<file path="config.mk">
export PLATFORM = sky130hd
export DESIGN_NAME = ecall_io_ctrl
export DESIGN_NICKNAME = d
export VERILOG_FILES = /design/src/rtl/ecall_io_ctrl.sv
export SDC_FILE = /design/constraint.sdc
export NUM_CORES = 1
export LEC_CHECK = 0
export CORE_UTILIZATION = 42
export DETAILED_ROUTE_END_ITERATION = 10
export PLACE_DENSITY = 0.85
export SYNTH_ARGS = -nofsm -noshare
export SYNTH_HDL_FRONTEND = slang
export SYNTH_SLANG_ARGS = --single-unit
</file>
<file path="constraint.sdc">
create_clock -name clk -period 2.3 [get_ports clk]
set_input_delay 0.575 -clock clk [delete_from_list [all_inputs] [get_ports clk]]
set_output_delay 0.575 -clock clk [all_outputs]
set_load 0.02 [all_outputs]
</file>
<file path="src/rtl/ecall_io_ctrl.sv">
// ecall_io_ctrl: services CPU ecalls with board I/O.
//   a7=5  read int  : wait for a debounced confirm press, write sign-extended
//                     switches into a0 through a register-file write port.
//   a7=1  print int : show a0 on the display, wait for a confirm press.
//   a7=10 exit      : freeze the CPU until reset.
// The confirm button is synchronized, debounced, and edge-detected locally.
module ecall_io_ctrl #(
    parameter int unsigned DB_CYCLES = 1_000_000,
    parameter logic [4:0]  A0_ADDR   = 5'd10
) (
    input  logic        clk,
    input  logic        rstn,
    input  logic        ecall_valid,
    input  logic [31:0] a7_data,
    input  logic [31:0] a0_data,
    input  logic        conf_btn,
    input  logic [12:0] switch_data,
    output logic        stall,
    output logic        io_we,
    output logic [4:0]  io_waddr,
    output logic [31:0] io_wdata,
    output logic [31:0] disp_data,
    output logic        halted,
    output logic        done
);

    localparam int unsigned CNT_W = (DB_CYCLES < 2) ? 1 : $clog2(DB_CYCLES);
    localparam logic [CNT_W-1:0] CNT_LAST = CNT_W'(DB_CYCLES - 1);

    typedef enum logic [2:0] {
        S_IDLE,
        S_WAIT_REL,
        S_WAIT_PRESS,
        S_WRITE,
        S_DONE,
        S_HALT
    } state_e;

    state_e          state_q;
    logic [3:0]      code_q;
    logic [1:0]      sync_q;
    logic            db_q, db_d;
    logic            db_prev_q;
    logic [CNT_W-1:0] db_cnt_q, db_cnt_d;
    logic            io_we_q, halted_q, done_q;
    logic [31:0]     io_wdata_q, disp_q;
    logic            press;
    logic            svc_call;

    // Two-flop synchronizer for the asynchronous button.
    // NOTE: sequential state uses non-blocking assignments so every flop samples pre-edge values.
    always_ff @(posedge clk or negedge rstn) begin
        if (!rstn) sync_q <= 2'b00;
        else       sync_q <= {sync_q[0], conf_btn};
    end

    // Debounce next state: flip only after DB_CYCLES consecutive disagreeing cycles.
    always_comb begin
        db_d     = db_q;
        db_cnt_d = '0;
        if (sync_q[1] != db_q) begin
            if (db_cnt_q == CNT_LAST) begin
                db_d = sync_q[1];
            end else begin
                db_cnt_d = db_cnt_q + 1'b1;
            end
        end
    end

    // Debounce state and previous level for rising-edge detection.
    always_ff @(posedge clk or negedge rstn) begin
        if (!rstn) begin
            db_q      <= 1'b0;
            db_cnt_q  <= '0;
            db_prev_q <= 1'b0;
        end else begin
            db_q      <= db_d;
            db_cnt_q  <= db_cnt_d;
            db_prev_q <= db_q;
        end
    end

    assign press    = db_q & ~db_prev_q;
    assign svc_call = (a7_data == 32'd5) || (a7_data == 32'd1) || (a7_data == 32'd10);

    // Service FSM with registered write, done and halt outputs.
    always_ff @(posedge clk or negedge rstn) begin
        if (!rstn) begin
            state_q    <= S_IDLE;
            code_q     <= 4'd0;
            io_we_q    <= 1'b0;
            io_wdata_q <= 32'd0;
            disp_q     <= 32'd0;
            halted_q   <= 1'b0;
            done_q     <= 1'b0;
        end else begin
            case (state_q)
                S_IDLE: begin
                    done_q <= 1'b0;
                    if (ecall_valid) begin
                        code_q <= a7_data[3:0];
                        if (a7_data == 32'd5) begin
                            state_q <= S_WAIT_REL;
                        end else if (a7_data == 32'd1) begin
                            disp_q  <= a0_data;
                            state_q <= S_WAIT_REL;
                        end else if (a7_data == 32'd10) begin
                            halted_q <= 1'b1;
                            state_q  <= S_HALT;
                        end
                    end
                end
                S_WAIT_REL: begin
                    // A button still held from an earlier call must be let go first.
                    if (!db_q) state_q <= S_WAIT_PRESS;
                end
                S_WAIT_PRESS: begin
                    if (press) begin
                        if (code_q == 4'd5) begin
                            io_wdata_q <= {{19{switch_data[12]}}, switch_data};
                            io_we_q    <= 1'b1;
                            state_q    <= S_WRITE;
                        end else begin
                            done_q  <= 1'b1;
                            state_q <= S_DONE;
                        end
                    end
                end
                S_WRITE: begin
                    io_we_q <= 1'b0;
                    done_q  <= 1'b1;
                    state_q <= S_DONE;
                end
                S_DONE: begin
                    done_q  <= 1'b0;
                    state_q <= S_IDLE;
                end
                S_HALT: begin
                    halted_q <= 1'b1;
                end
                default: begin
                    state_q <= S_IDLE;
                end
            endcase
        end
    end

    // The IDLE term freezes the PC in the ecall cycle itself.
    assign stall = ((state_q == S_IDLE) && ecall_valid && svc_call)
                 || (state_q == S_WAIT_REL) || (state_q == S_WAIT_PRESS)
                 || (state_q == S_WRITE)    || (state_q == S_HALT);

    assign io_we     = io_we_q;
    assign io_waddr  = A0_ADDR;
    assign io_wdata  = io_wdata_q;
    assign disp_data = disp_q;
    assign halted    = halted_q;
    assign done      = done_q;

endmodule

</file>
==> reports/metrics.yaml <==
outcome: "complete, but fails checks"
violations: "negative setup slack"
drive_above_1_share: 0.320
path_delay_family: "simple AND/OR/NAND/NOR gates"
ir_worst_vdd_uv: 365
dieWidth_um: 94.2
required_ps: 1730
power.total_mw: 2.87
p_leak_nw: 2.50
viasPerCell: 5.15
core_area_mm2: 0.00822
ys_top_cells_by_area: "dfrtp_1, mux2_2, buf_4, nor2_1, xnor2_1"
worst-path-buf-inv: 2
cts_buffer_depth: 2
drt_iter0_markers: 97
numPortBuffers: 148
dieArea_mm2: 0.00887
io_pins: 154
fillers: 552
antenna_found_initial: 0
netlist_area_mm2: 0.00357
grt_max_degree: 39
dpl.hpwl_mm: 6.10
grt_overflow: 0
synth-seq-cells: 79
synth_top_area_frac: 0.554
grt_usage: 0.221
setup_violations: 29
grt_pass1_wl_mm: 14.7
vias: 2972
synth_edf_count: 0
synth_area_leader_cell: "dfrtp_1"
yosysSeqAreaShare: 0.554
async_flop_share: 1.00
criticalPathCategory: "primary input to output pin"
cts.clk_slew.worst_paths_ps: 90
cts_tree: "yes"
drv_slew: 0
ant_nets: 0
rrSetupSlack_ps: -80
yosysWarnings: 0
seqCellArea_mm2: 0.00198
worst_slack_ps: -145
syn_inst: 291
slowest_delay_ps: 350
clock-root-buffer: "clkbuf_8"
routed_wl_mm: 9.58
hold_class: "primary input to async pin"
antenna_cells: 0
numCtsBuffers: 9
firstDrtPassIters: 4
power_density_mw_per_mm2: 513
initial_core_util: 0.434
cp_max_fo: 2
fin_skew_ps: 14.9
postCtsHoldBufs: 0
fin_util: 0.682
rsz0062_at_grt: "true"
grt_pass1_vias: 3065
crit_slowest_cell: "nor4_2"
r2r_start: "state_q[0]$_DFFE_PN0P_"
placementRows: 33
gp_congestion: 0.769
r2r_end: "code_q[2]$_DFFE_PN0P_"
multi_input_area_mm2: 0.00149
drc: 0
syn_area_per_cell_um2: 12.3
die_h_um: 94.2
final_net_count: 549
critical_path_arrival_ps: 1870
startpoint_type: "primary input"
wl_per_cell_um: 16.6
cts_sinks: 79
clk_latency_ps: 350
fin_crit_sh: 1.06
setup.worst_path.end_class: "output pin"
cap_viol_max_count: 0
fin_crit_ps: 2440
dp_slack_ps: -1010
rr_worst_depth: 13
cts_max_level: 3
hold_viol_final: 0
synth_ff_type: "dfrtp_1"
syn2layout_area_growth_pct: 57.1
crit_chain: "dlygate4sd2_1 > nor4_2 > nand3_2 > nor4_4 > nand2b_4 > buf_6"
setup.worst_path.start: "a7_data[20]"
ys_types: 38
fmax_mhz: 409
worst reg2reg max path, delay by kind of cell (launching register included):
family                 cells  cell delay (ps)
buffers and inverters     10             1280
flip-flops                 1              390
multiplexers               1              330
AND/OR/NAND/NOR            2              270
cell usage in the layout, fill, tap and decap left out, types with 2 or more instances in the layout:
master	n
clkdlybuf4s15_1	2
nor3_1	7
a22oi_1	2
clkbuf_8	11
nor4_4	3
nand4_1	4
nor4_1	3
dfrtp_1	78
clkinv_4	2
nor4_2	6
or4_1	5
inv_1	6
conb_1	5
nand2b_4	2
buf_4	43
nand3_1	8
buf_6	2
mux2_2	49
xor2_1	4
nand2_1	6
o21a_1	2
a21oi_1	7
nor2b_1	4
buf_2	2
dlygate4sd2_1	14
o21ai_0	6
xnor2_1	8
nor2_1	19
o31ai_1	3
clkdlybuf4s50_1	113
clkbuf_2	13
buf_12	2
or3_1	5
routing by layer:
metal  global-route usage  wire length, um
met1                0.231             3610
met4                0.126              402
met5                    0                0
met3               0.0599              585
met2                0.397             4980
Yosys cell counts, drive strengths merged, types with 2 or more instances:
| library cell | n |
|---|---|
| xor2 | 4 |
| inv | 6 |
| nand2 | 6 |
| nor3b | 2 |
| dfrtp | 79 |
| clkbuf | 3 |
| nand4 | 5 |
| or4 | 6 |
| o21ai | 6 |
| mux2 | 50 |
| nand2b | 3 |
| nor4bb | 2 |
| buf | 28 |
| conb | 2 |
| nand3 | 10 |
| o21a | 2 |
| or3 | 6 |
| a21oi | 7 |
| nor2 | 20 |
| nor3 | 7 |
| a22oi | 2 |
| nor2b | 4 |
| nor4 | 12 |
| o31ai | 4 |
| xnor2 | 8 |
metrics by stage:
stage	instance area, um^2	hold WS (ps)	cells	TNS [ps]
after floorplan	3580	279	294	0
after global placement	5160	338	537	-14280
after global routing	5610	203	577	-749
final	5610	181	577	-778
after CTS	5600	188	573	-108
after detailed placement	5160	340	537	-15810
area by class of cell:
cell class,instances,share of cell area
Clock buffer,11,0.0270
Clock inverter,5,0.0114
Inverter,6,0.00402
Multi-Input combinational cell,178,0.266
Sequential cell,79,0.353
Tap cell,105,0.0234
Timing Repair Buffer,193,0.316
power breakdown:
group | leakage, nW | internal (mW) | switching, mW | total (mW)
Clock | 0.106 | 0.568 | 0.527 | 1.10
Combinational | 1.34 | 0.200 | 0.146 | 0.347
Sequential | 1.06 | 1.41 | 0.0198 | 1.43
state kept, by name, summed over array words and instances, names as in the netlist:
signal,flops
done,1
state_q,3
io_wdata,13
halted,1
io_we,1
db_cnt_q,20
db_prev_q,1
sync_q,2
code_q,4
db_q,1
disp_data,32
what timing repair did:
item	in CTS	in global routing
gates resized for setup	76	24
pin swaps	13	13
cloned	0	1
endpoints found under the hold margin	0	0
setup endpoints to repair	53	38
setup buffers	20	4
how the worst max path moves through the flow:
stage / endpoint / slack, ps / cells past startpoint
2_1_floorplan: stall / 90 / 4
6_report: stall / -140 / 6
3_5_place_dp: stall / -1010 / 6
5_1_grt: stall / -170 / 5
4_1_cts: stall / -110 / 5
3_3_place_gp: stall / -960 / 6
logic make-up (layout without fill, tap and decap cells):
logic type | count (synthesis) | after routing | synth area share
AND/OR/NAND/NOR | 85 | 85 | 0.141
flip-flops | 79 | 79 | 0.554
multiplexers | 50 | 50 | 0.158
buffers and inverters | 37 | 215 | 0.0676
AO/OA/AOI/OAI | 25 | 25 | 0.0445
XOR/XNOR | 12 | 12 | 0.0294
other | 2 | 5 | 0.00210
adder cells (fa/ha/maj) | 1 | 1 | 0.00350
(Power assumes the default switching activity.)
